--- config.mk ---
export PLATFORM = sky130hd
export DESIGN_NAME = shift_arb
export DESIGN_NICKNAME = d
export VERILOG_FILES = /design/src/rtl/shift_pkg.sv /design/src/rtl/rr_arb2.sv /design/src/rtl/shift16.sv /design/src/rtl/shift_arb.sv
export SDC_FILE = /design/constraint.sdc
export NUM_CORES = 1
export LEC_CHECK = 0
export BUFFER_PORTS_ARGS = -buffer_cell sky130_fd_sc_hd__buf_2
export CORE_MARGIN = 2
export CORE_UTILIZATION = 57
export DETAILED_ROUTE_END_ITERATION = 8
export GPL_ROUTABILITY_DRIVEN = 0
export PLACE_DENSITY = 0.8
export SYNTH_ARGS = -nofsm -noshare
export SYNTH_HDL_FRONTEND = slang
export SYNTH_HIERARCHICAL = 1
export SYNTH_SLANG_ARGS = --single-unit
--- constraint.sdc ---
create_clock -name clk -period 3.7 [get_ports clk]
set_input_delay 0.555 -clock clk [delete_from_list [all_inputs] [get_ports clk]]
set_output_delay 0.555 -clock clk [all_outputs]
set_load 0.03 [all_outputs]
--- src/rtl/shift_pkg.sv ---
// Shared constants for the 16-bit shift unit and its arbiter.
package shift_pkg;

  localparam int unsigned SH_W     = 16;
  localparam int unsigned SH_CNT_W = 4;

  localparam logic [1:0] OP_ROL = 2'b00;
  localparam logic [1:0] OP_SLL = 2'b01;
  localparam logic [1:0] OP_ROR = 2'b10;
  localparam logic [1:0] OP_SRL = 2'b11;

  localparam logic ID_0 = 1'b0;
  localparam logic ID_1 = 1'b1;

endpackage

--- src/rtl/rr_arb2.sv ---
// Two-way arbiter with a priority pointer; round-robin or fixed priority.
module rr_arb2 #(
  parameter int unsigned FIXED_PRIO = 0,
  parameter int unsigned PRIO_RESET = 0
) (
  input  logic       clk,
  input  logic       rst_n,
  input  logic [1:0] req_i,
  input  logic       en_i,
  output logic [1:0] gnt_o
);

  localparam logic PrioRst = (PRIO_RESET != 0);

  logic ptr_q, ptr_d;

  always_comb begin
    gnt_o = 2'b00;
    if (rst_n && en_i) begin
      unique case (req_i)
        2'b01:   gnt_o = 2'b01;
        2'b10:   gnt_o = 2'b10;
        2'b11:   gnt_o = ptr_q ? 2'b10 : 2'b01;
        default: gnt_o = 2'b00;
      endcase
    end

    ptr_d = ptr_q;
    if (FIXED_PRIO != 0) begin
      ptr_d = PrioRst;
    end else if (gnt_o[0]) begin
      ptr_d = 1'b1;
    end else if (gnt_o[1]) begin
      ptr_d = 1'b0;
    end
  end

  always_ff @(posedge clk) begin
    if (!rst_n) begin
      ptr_q <= PrioRst;
    end else begin
      ptr_q <= ptr_d;
    end
  end

endmodule

--- src/rtl/shift16.sv ---
// Combinational 16-bit shifter: rotate/logical shift left/right by 0..15.
module shift16
  import shift_pkg::*;
(
  input  logic [SH_W-1:0]     din_i,
  input  logic [SH_CNT_W-1:0] cnt_i,
  input  logic [1:0]          op_i,
  output logic [SH_W-1:0]     dout_o
);

  logic [2*SH_W-1:0] rol_w;
  logic [2*SH_W-1:0] ror_w;

  // Rotates come from shifting a doubled copy of the operand.
  assign rol_w = {din_i, din_i} << cnt_i;
  assign ror_w = {din_i, din_i} >> cnt_i;

  always_comb begin
    dout_o = din_i;
    unique case (op_i)
      OP_ROL:  dout_o = rol_w[2*SH_W-1:SH_W];
      OP_SLL:  dout_o = din_i << cnt_i;
      OP_ROR:  dout_o = ror_w[SH_W-1:0];
      OP_SRL:  dout_o = din_i >> cnt_i;
      default: dout_o = din_i;
    endcase
  end

endmodule

--- src/rtl/shift_arb.sv ---
// Arbitrates two shift requesters onto one shift16 and registers the tagged
// result behind a valid/ready handshake.
module shift_arb
  import shift_pkg::*;
#(
  parameter int unsigned FIXED_PRIO = 0,
  parameter int unsigned PRIO_RESET = 0
) (
  input  logic        clk,
  input  logic        rst_n,
  input  logic        req0,
  input  logic [15:0] in0,
  input  logic [3:0]  cnt0,
  input  logic [1:0]  op0,
  output logic        gnt0,
  input  logic        req1,
  input  logic [15:0] in1,
  input  logic [3:0]  cnt1,
  input  logic [1:0]  op1,
  output logic        gnt1,
  output logic        res_valid,
  output logic        res_id,
  output logic [15:0] res_data,
  input  logic        res_ready
);

  logic            can_accept;
  logic [1:0]      gnt;
  logic [SH_W-1:0] sh_in, sh_out;
  logic [3:0]      sh_cnt;
  logic [1:0]      sh_op;

  logic            res_valid_q, res_valid_d;
  logic            res_id_q, res_id_d;
  logic [SH_W-1:0] res_data_q, res_data_d;

  // A slot frees up in the same cycle the consumer drains it.
  assign can_accept = !res_valid_q || res_ready;

  rr_arb2 #(
    .FIXED_PRIO (FIXED_PRIO),
    .PRIO_RESET (PRIO_RESET)
  ) u_arb (
    .clk   (clk),
    .rst_n (rst_n),
    .req_i ({req1, req0}),
    .en_i  (can_accept),
    .gnt_o (gnt)
  );

  assign sh_in  = gnt[1] ? in1  : in0;
  assign sh_cnt = gnt[1] ? cnt1 : cnt0;
  assign sh_op  = gnt[1] ? op1  : op0;

  shift16 u_shift (
    .din_i  (sh_in),
    .cnt_i  (sh_cnt),
    .op_i   (sh_op),
    .dout_o (sh_out)
  );

  always_comb begin
    res_valid_d = res_valid_q;
    res_id_d    = res_id_q;
    res_data_d  = res_data_q;
    if (res_valid_q && res_ready) begin
      res_valid_d = 1'b0;
    end
    if (gnt != 2'b00) begin
      res_valid_d = 1'b1;
      res_id_d    = gnt[1] ? ID_1 : ID_0;
      res_data_d  = sh_out;
    end
  end

  always_ff @(posedge clk) begin
    if (!rst_n) begin
      res_valid_q <= 1'b0;
      res_id_q    <= ID_0;
      res_data_q  <= '0;
    end else begin
      res_valid_q <= res_valid_d;
      res_id_q    <= res_id_d;
      res_data_q  <= res_data_d;
    end
  end

  assign gnt0      = gnt[0];
  assign gnt1      = gnt[1];
  assign res_valid = res_valid_q;
  assign res_id    = res_id_q;
  assign res_data  = res_data_q;

endmodule
==> reports/qor.yml <==
clocking:
  h-tree-depth: 1
  root_buffer: "clkbuf_8"
  holdBufCountCts: 0
  clock_path_buffers: 2
  clock-sinks: 19
  clock_latency_ns: 0.26
  clkSlewWorstSetupHoldPaths_ns: 0.07
  cts-resized-gates: 0
  tritoncts: "done"
  cts_setup_buffers: 0
  numCtsBuffers: 3
place:
  portBuffers: 68
  placed_cells: 481
  dp_hpwl_um: 6708
synth:
  synth_edf_count: 0
  ys_seq_area_share_pct: 11.83
  synthFlopType: "dfxtp_1"
  ys_types: 59
  synth.avg_cell_area_sq_um: 8.758
  async_reset_ff_share_pct: 0
  ys_seq_elements: 19
  synth_top_area_cell: "mux4_2"
  synthCells: 367
  mappedNetlistArea_sq_um: 3214
  yosys-top-cells-area: "mux4_2, dfxtp_1, mux2_2"
  yosys_warnings: 6
  synth.top_cell.area_share_pct: 14.71
  synth_fp_nets: 416
global_routing:
  grt_overflow_total: 0
  grt_usage_pct: 29.45
  grt_first_pass_wirelength_um: 14690
  grt_pass1_vias: 2961
  grt_max_degree: 37
  antenna_found_initial: 0
setup_path:
  rr_endpoint: "res_data[12]$_SDFFE_PN0P_"
  r2r-start: "res_valid$_SDFFE_PN0P_"
  cp_max_fo: 12
  cp-start-kind: "input port"
  reg2reg_depth: 12
  reg2reg_slack_ns: 0.50
  endpoint_kind: "flip-flop"
  arrival_ns: 3.42
  crit_end: "res_data[12]$_SDFFE_PN0P_"
  required_ns: 3.83
  crit_start: "res_ready"
  worst-setup-path-type: "input port to flip-flop"
die:
  die_y_um: 79.10
  floorplan.initialDensity_pct: 58.73
  io_pins: 69
  floorplan.die_area_sq_um: 6256
  rows: 27
  core-area_sq_um: 5473
  die_w_um: 79.10
finish:
  final_common_cell: "buf_2"
  fin_util_pct: 64.43
  final_cells: 485
  syn2layout_area_growth_pct: 9.692
  nNetsFinal: 463
  layout-drive-gt1-share_pct: 37.29
  final_cell_mix: "buf_2, nor2_1, nand2_1"
  n_antenna_cell: 0
route:
  wirelength_um: 8975
  first_pass_iters: 5
  viasPerCell: 6.687
  num_vias: 3243
  drc: 0
  drtIter0Drc: 385
  wl_per_cell_um: 18.51
  ant_nets: 0
timing:
  finClkSkew_ns: 0.003451
  finalSetupViolCount: 0
  worst_pin_slew_ns: 0.7272
  finalCritPeriodShare_pct: 88.91
  hold_viol_final: 0
  drv_slew: 0
  relSlewSlack_pct: 51.52
  rsz0062_at_grt: "false"
  final.setup.tns_ns: 0
  max_freq_mhz: 304.0
  finalCriticalPeriod_ns: 3.289
power:
  p_per_area_nw_per_um2: 287.4
  p_leak_nw: 1.491
  ir_worst_vdd_v: 0.0001994
outcome:
  outcome: "completed"
worst_hold_path:
  hold_class: "flip-flop to flip-flop"
  hold_start: "res_data[3]$_SDFFE_PN0P_"
job:
  drv_cap: 0
-- cell usage after synthesis, types with 2 or more instances --
library cell,instances
a211o_1,2
a211oi_1,6
a21boi_0,4
a21oi_1,23
a22oi_1,4
a311oi_1,3
a31oi_1,2
and2_1,2
buf_12,3
buf_2,12
buf_4,3
buf_6,8
clkbuf_1,14
dfxtp_1,19
inv_1,7
mux2_2,28
mux2_4,2
mux2i_1,27
mux4_1,6
mux4_2,21
nand2_1,36
nand2b_1,4
nand3_1,5
nor2_1,40
nor2b_1,5
nor3_1,2
o211ai_1,16
o21a_1,2
o21ai_0,15
o21ai_1,2
o21ai_2,10
o22a_1,2
o22ai_1,2
o31a_1,2
o32ai_1,3
or3_1,2
-- layout make-up --
class	count	area (sq um)
multi-input cells	298	2507
inverters	8	30.03
fillers	471	1947
well taps	72	90.09
clock buffers	4	45.04
repair buffers	84	473.0
flip-flops and latches	19	380.4
-- per-stage QoR --
step	setup WS, ns	hold slack, ns	area (sq um)	total power, mW
after floorplan	0.08997	0.4679	3214	0.7321
after global placement	0.2789	0.4438	3481	0.8466
after detailed placement	0.1922	0.4464	3481	0.8589
after CTS	0.4651	0.4579	3526	1.003
after global routing	0.2088	0.4642	3526	1.073
final	0.4105	0.4547	3526	1.013
-- worst min path at each step --
| stage | slack (ns) | cells after the start | to |
|---|---|---|---|
| 2_1_floorplan | 0.47 | 1 | u_arb/ptr_q$_SDFFE_PN0P_ |
| 3_3_place_gp | 0.44 | 2 | res_data[0]$_SDFFE_PN0P_ |
| 3_5_place_dp | 0.45 | 2 | res_data[4]$_SDFFE_PN0P_ |
| 4_1_cts | 0.46 | 2 | res_data[3]$_SDFFE_PN0P_ |
| 5_1_grt | 0.46 | 2 | res_data[4]$_SDFFE_PN0P_ |
| 6_report | 0.45 | 2 | res_data[3]$_SDFFE_PN0P_ |
-- critical path, cell delays in order --
cell	delay, ns
buf_2	0.07
nand2b_1	0.17
nand3_1	0.14
a21oi_4	0.26
buf_4	0.26
mux2_2	0.44
mux4_1	0.61
mux2i_1	0.27
and2_1	0.17
a222oi_1	0.08
a31o_1	0.22
o211ai_1	0.09
o21ai_2	0.07
-- power breakdown --
group	total (mW)	internal (mW)	switching, mW
clock	0.144	0.0766	0.0678
combinational	0.635	0.269	0.366
sequential	0.234	0.225	0.00960
-- metal layers --
layer / wire length, um / share of wire, % / vias to the layer above / global-route usage, %
li1: - / - / 1489 / -
met1: 3641 / 41 / 1527 / 40.63
met2: 4117 / 46 / 199 / 45.42
met3: 846 / 9.4 / 28 / 5.568
met4: 369 / 4.1 / 0 / 11.90
met5: 0 / 0 / - / 0
-- logic make-up (layout without fill, tap and decap cells) --
| kind of cell | count (synthesis) | in the layout | share of synthesized area, % |
|---|---|---|---|
| and+or+nand+nor | 104 | 104 | 14.25 |
| AOI/OAI and AO/OA | 109 | 109 | 23.94 |
| DFF | 19 | 19 | 11.83 |
| buffers and inverters | 50 | 96 | 10.51 |
| muxes | 85 | 85 | 39.47 |
-- registers in the layout (all words and copies together) (netlist names) --
signal	flops
res_id	1
res_data	16
u_arb/ptr_q	1
res_valid	1
(Power assumes the default switching activity.)
